### config.mk
export PLATFORM = sky130hd
export DESIGN_NAME = latch_bank
export DESIGN_NICKNAME = d
export VERILOG_FILES = /design/src/rtl/latch_bank_pkg.sv /design/src/rtl/latch_bank_en_filter.sv /design/src/rtl/latch_bank.sv
export SDC_FILE = /design/constraint.sdc
export NUM_CORES = 1
export LEC_CHECK = 0
export BUFFER_PORTS_ARGS = -buffer_cell sky130_fd_sc_hd__buf_4
export CAP_MARGIN = 10
export CORE_UTILIZATION = 44
export CTS_CLUSTER_SIZE = 8
export DETAILED_ROUTE_END_ITERATION = 12
export PLACE_DENSITY = 0.75
export SLEW_MARGIN = 0
export SYNTH_ARGS = -nofsm -noshare
export SYNTH_HDL_FRONTEND = slang
export SYNTH_SLANG_ARGS = --single-unit
### constraint.sdc
create_clock -name clk -period 1.5 [get_ports clk]
set_clock_uncertainty 0.1 [all_clocks]
set_input_delay 0.225 -clock clk [delete_from_list [all_inputs] [get_ports clk]]
set_output_delay 0.225 -clock clk [all_outputs]
set_load 0.01 [all_outputs]
### src/rtl/latch_bank_pkg.sv
// latch_bank_pkg
// Shared definitions for the latch_bank block: the per-channel capture mode
// encoding and the width helper for the enable glitch-filter counter.
package latch_bank_pkg;

    typedef enum logic {
        LATCH_LEVEL = 1'b0,
        LATCH_EDGE  = 1'b1
    } latch_mode_e;

    // The counter only ever holds 0..STABLE_CYCLES-1, but sizing it for
    // STABLE_CYCLES+1 values keeps it at least one bit wide for STABLE_CYCLES=1.
    function automatic int cnt_width(input int stable_cycles);
        return $clog2(stable_cycles + 1);
    endfunction

endpackage

### src/rtl/latch_bank_en_filter.sv
// en_filter
// Glitch filter for one raw enable. The filtered enable toggles only after
// the raw enable has disagreed with it for STABLE_CYCLES consecutive samples.
// Any sample that agrees restarts the count.
//
// Ports:
//   clk     in   rising-edge clock
//   rst_n   in   asynchronous active-low reset
//   en      in   raw enable, sampled every edge
//   en_eff  out  filtered enable (registered)
//   en_nxt  out  value en_eff will load at the current edge (combinational)
module en_filter
    import latch_bank_pkg::*;
#(
    parameter int STABLE_CYCLES = 2
) (
    input  logic clk,
    input  logic rst_n,
    input  logic en,
    output logic en_eff,
    output logic en_nxt
);

    localparam int CNT_W = cnt_width(STABLE_CYCLES);
    // Comparing against the last count value, rather than incrementing and
    // comparing to STABLE_CYCLES, means the counter never has to hold STABLE_CYCLES.
    localparam logic [CNT_W-1:0] CNT_LAST = CNT_W'(STABLE_CYCLES - 1);

    logic [CNT_W-1:0] cnt_q;
    logic [CNT_W-1:0] cnt_d;
    logic             en_eff_q;
    logic             en_eff_d;

    always_comb begin
        en_eff_d = en_eff_q;
        cnt_d    = '0;
        if (en != en_eff_q) begin
            if (cnt_q == CNT_LAST) begin
                en_eff_d = ~en_eff_q;
            end else begin
                cnt_d = cnt_q + 1'b1;
            end
        end
    end

    always_ff @(posedge clk or negedge rst_n) begin
        if (!rst_n) begin
            cnt_q    <= '0;
            en_eff_q <= 1'b0;
        end else begin
            cnt_q    <= cnt_d;
            en_eff_q <= en_eff_d;
        end
    end

    assign en_eff = en_eff_q;
    assign en_nxt = en_eff_d;

endmodule

### src/rtl/latch_bank.sv
// latch_bank
// Bank of CHANNELS independent, fully clocked WIDTH-bit latches. Each channel
// has its own enable glitch filter and a capture mode: LEVEL follows d on
// every edge the filtered enable is high, EDGE captures once per filtered
// rising edge. A one-cycle changed pulse accompanies every capture that
// altered the stored value.
//
// Ports:
//   clk      in   rising-edge clock
//   rst_n    in   asynchronous active-low reset
//   mode     in   [CHANNELS]       per channel: 0 = LEVEL, 1 = EDGE
//   en       in   [CHANNELS]       raw per-channel enable
//   d        in   [CHANNELS*WIDTH] data, channel i at d[i*WIDTH +: WIDTH]
//   q        out  [CHANNELS*WIDTH] latched data, same packing as d
//   en_eff   out  [CHANNELS]       filtered enable
//   changed  out  [CHANNELS]       pulse: q changed value at the previous edge
module latch_bank
    import latch_bank_pkg::*;
#(
    parameter int WIDTH         = 8,
    parameter int CHANNELS      = 4,
    parameter int STABLE_CYCLES = 2
) (
    input  logic                      clk,
    input  logic                      rst_n,
    input  logic [CHANNELS-1:0]       mode,
    input  logic [CHANNELS-1:0]       en,
    input  logic [CHANNELS*WIDTH-1:0] d,
    output logic [CHANNELS*WIDTH-1:0] q,
    output logic [CHANNELS-1:0]       en_eff,
    output logic [CHANNELS-1:0]       changed
);

    for (genvar i = 0; i < CHANNELS; i++) begin : g_ch
        logic             en_nxt;
        logic             capture;
        logic [WIDTH-1:0] d_ch;
        logic [WIDTH-1:0] q_q;
        logic [WIDTH-1:0] q_d;
        logic             changed_q;
        logic             changed_d;

        en_filter #(
            .STABLE_CYCLES(STABLE_CYCLES)
        ) u_filter (
            .clk   (clk),
            .rst_n (rst_n),
            .en    (en[i]),
            .en_eff(en_eff[i]),
            .en_nxt(en_nxt)
        );

        assign d_ch = d[i*WIDTH +: WIDTH];

        // Mode is evaluated against the enable being loaded at this same
        // edge, so a mode flip and an enable change on one edge combine cleanly.
        always_comb begin
            capture   = 1'b0;
            q_d       = q_q;
            changed_d = 1'b0;
            if (latch_mode_e'(mode[i]) == LATCH_EDGE) begin
                capture = en_nxt & ~en_eff[i];
            end else begin
                capture = en_nxt;
            end
            if (capture) begin
                q_d       = d_ch;
                changed_d = (d_ch != q_q);
            end
        end

        always_ff @(posedge clk or negedge rst_n) begin
            if (!rst_n) begin
                q_q       <= '0;
                changed_q <= 1'b0;
            end else begin
                q_q       <= q_d;
                changed_q <= changed_d;
            end
        end

        assign q[i*WIDTH +: WIDTH] = q_q;
        assign changed[i]          = changed_q;
    end

endmodule
==> impl_metrics.py <==
metrics = {
    "routing": {
        "drt-total-wl_mm": 4.20,
        "drt_first_pass_iters": 3,
        "postRouteAntennaNets": 0,
        "drc_errors": 0,
        "viasPerCell": 4.67,
        "wl_per_cell_um": 13.2,
        "drt_first_iter_violations": 59,
        "vias": 1489,
    },
    "yosys": {
        "synth_seq_cells": 48,
        "yosysTopAreaCell": "dfrtp_1",
        "synthDistinctLibCells": 17,
        "syn-num-nets": 202,
        "synth.avg_cell_area_um2": 13.8,
        "yosys_warnings": 0,
        "ys_seq_area_share_pct": 54.5,
        "syn_inst": 160,
        "yosys-top-cells-area": "dfrtp_1 (54%), mux2_2 (17%), xor2_1 (13%)",
        "synth_top_area_share_pct": 54.5,
        "syn_area_um2": 2200,
    },
    "placement": {
        "place_area_um2": 2870,
        "routabilityCongestion": 0.729,
        "hpwlAfterDp_mm": 2.90,
        "dp_slack_ns": -0.0755,
        "numPortBuffers": 81,
        "dp.cells": 304,
    },
    "finish": {
        "final_cell_mix": "buf_4 (87), dfrtp_1 (48), xor2_1 (32)",
        "n_antenna_cell": 0,
        "instances_no_fill": 319,
        "stdcell_area_um2": 3150,
        "layout_commonest_cell": "buf_4",
        "area_growth_pct": 42.7,
        "fill_cells": 408,
        "num-nets-final": 293,
        "drive_gt1_share_pct": 56.0,
    },
    "hold_path": {
        "hold_path_class": "primary input to register",
        "hp-start": "d[6]",
    },
    "grt": {
        "grt_pass1_vias": 1515,
        "grtUsageMet3_pct": 5.66,
        "antenna_found_initial": 0,
        "track_usage_pct": 17.1,
        "top_usage_layer": "met2",
        "grt_pass1_wl_mm": 6.82,
        "use_met2_pct": 29.1,
        "gr-total-overflow": 0,
        "grt_max_degree": 49,
        "grtUsageMet1_pct": 20.5,
    },
    "power": {
        "power_density_nw_per_um2": 2150,
        "p_total_uw": 6770,
        "ir_drop_v": 0.00120,
        "power.static_leakage_uw": 0.00154,
    },
    "clock_tree": {
        "cts_sinks": 48,
        "cts_tree": "done",
        "cts_max_level": 2,
        "clockRootBuffer": "clkbuf_8",
        "clk_pin_slew_ns": 0.08,
        "worstSkewPairLatency_ns": 0.29,
        "cts_buffer_depth": 2,
        "cts_buffers": 5,
    },
    "floorplan": {
        "design.die.area_um2": 5300,
        "fp-row-count": 25,
        "start_util_pct": 46.1,
        "ios": 82,
        "fp.coreArea_um2": 4790,
        "die_w_um": 72.8,
        "die_h_um": 72.8,
    },
    "setup_path": {
        "crit_type": "register to register",
        "start_kind": "register",
        "endpoint_kind": "register",
        "cp.arrival_ns": 1.59,
        "worstPathRequired_ns": 1.58,
        "path_max_fanout": 5,
        "r2r-start": "g_ch[2].u_filter.cnt_q[1]$_DFF_PN0_",
        "cp-startpoint": "g_ch[2].u_filter.cnt_q[1]$_DFF_PN0_",
    },
    "sta": {
        "final_max_slew_viol_count": 0,
        "worst_slew_pin_slew_ns": 0.598,
        "tns_ns": -0.181,
        "min_period_ns": 1.51,
        "min_period_over_period_pct": 101,
        "rsz0062_at_grt": "yes",
        "setup_ws_ns": -0.0146,
        "setup_viol": 29,
        "slew_headroom_pct": 60.1,
        "hold_viol": 0,
        "max_freq_ghz": 0.660,
    },
    "run_status": {
        "violations": "setup timing",
        "status": "finished, violations left",
    },
    "job": {
        "max-cap-violations": 0,
    },
}
-- cell type report --
class	count	area, um^2	share of cell area, %
Sequential cell	48	1200	38.2
Clock buffer	8	90.1	2.86
Multi-Input combinational cell	104	1060	33.7
Timing Repair Buffer	90	703	22.3
Tap cell	67	83.8	2.66
Inverter	2	7.51	0.239
-- timing repair --
item | 4_1_cts | 5_1_grt
cloned | 2 | 0
hold buffers | 1 | 0
hold endpoints to repair | 48 | 0
pin swaps | 2 | 0
endpoints found under the setup margin | 32 | 32
buffers inserted | 3 | 1
resized for setup | 24 | 3
-- cells in the mapped netlist, drive strengths merged --
master	number
buf	8
xor2	32
and2	4
xnor2	4
a21boi	2
a21oi	4
nand2	4
nor2b	4
nor2	4
dfrtp	48
mux2	34
inv	2
mux2i	2
nor4	8
-- stage by stage --
stage,hold WS [ns],util [%]
after CTS,0.0577,65.4
after floorplan,-0.171,-
after global placement,0.179,59.9
final,0.0718,65.8
after global routing,0.0586,65.8
after detailed placement,0.177,59.9
-- worst paths after layout --
| kind | to | slack, ns | depth (start not counted) |
|---|---|---|---|
| min in group asynchronous | g_ch[2].q_q[3]$_DFFE_PN0P_ | 0.37 | 2 |
| min reg2reg | g_ch[1].u_filter.cnt_q[0]$_DFF_PN0_ | 0.33 | 1 |
| max reg2reg | g_ch[2].q_q[7]$_DFFE_PN0P_ | -0.01 | 4 |
| max in group asynchronous | g_ch[0].u_filter.cnt_q[0]$_DFF_PN0_ | 0.52 | 2 |
| max | g_ch[2].q_q[7]$_DFFE_PN0P_ | -0.01 | 4 |
| min | g_ch[0].q_q[6]$_DFFE_PN0P_ | 0.07 | 2 |
-- kinds of logic (layout without fill, tap and decap cells) --
logic type	Yosys count	in the layout	synth area share (%)
AO/OA/AOI/OAI	6	6	2.61
XOR/XNOR	36	36	14.3
buffers and inverters	10	100	3.06
flip-flops	48	48	54.5
multiplexers	36	36	18.3
AND/OR/NAND/NOR	24	26	7.26
-- report_power, final --
part,internal (uW),switching (uW),leakage [uW]
Sequential,1910,523,0.000576
Combinational,2180,1390,0.000914
Clock,376,394,0.0000455
Total,4460,2300,0.00154
-- routing by layer --
metal  vias up  part of all wire, %
li1        718                    -
met1       731                   42
met2        34                   52
met3         6                  4.8
met4         0                  1.1
met5         -                    0
-- state kept, by name, indices dropped and copies added, names as in the netlist --
signal / count
g_ch.changed_q: 4
g_ch.u_filter.en_eff: 4
g_ch.q_q: 32
g_ch.u_filter.cnt_q: 8
-- worst max-delay path: stages, from the launching register on --
cell,delay [ns]
dfrtp_1,0.41
nor2b_4,0.12
mux2_4,0.35
nand2_8,0.11
mux2_4,0.30
Power figures use the tool's default switching activity.
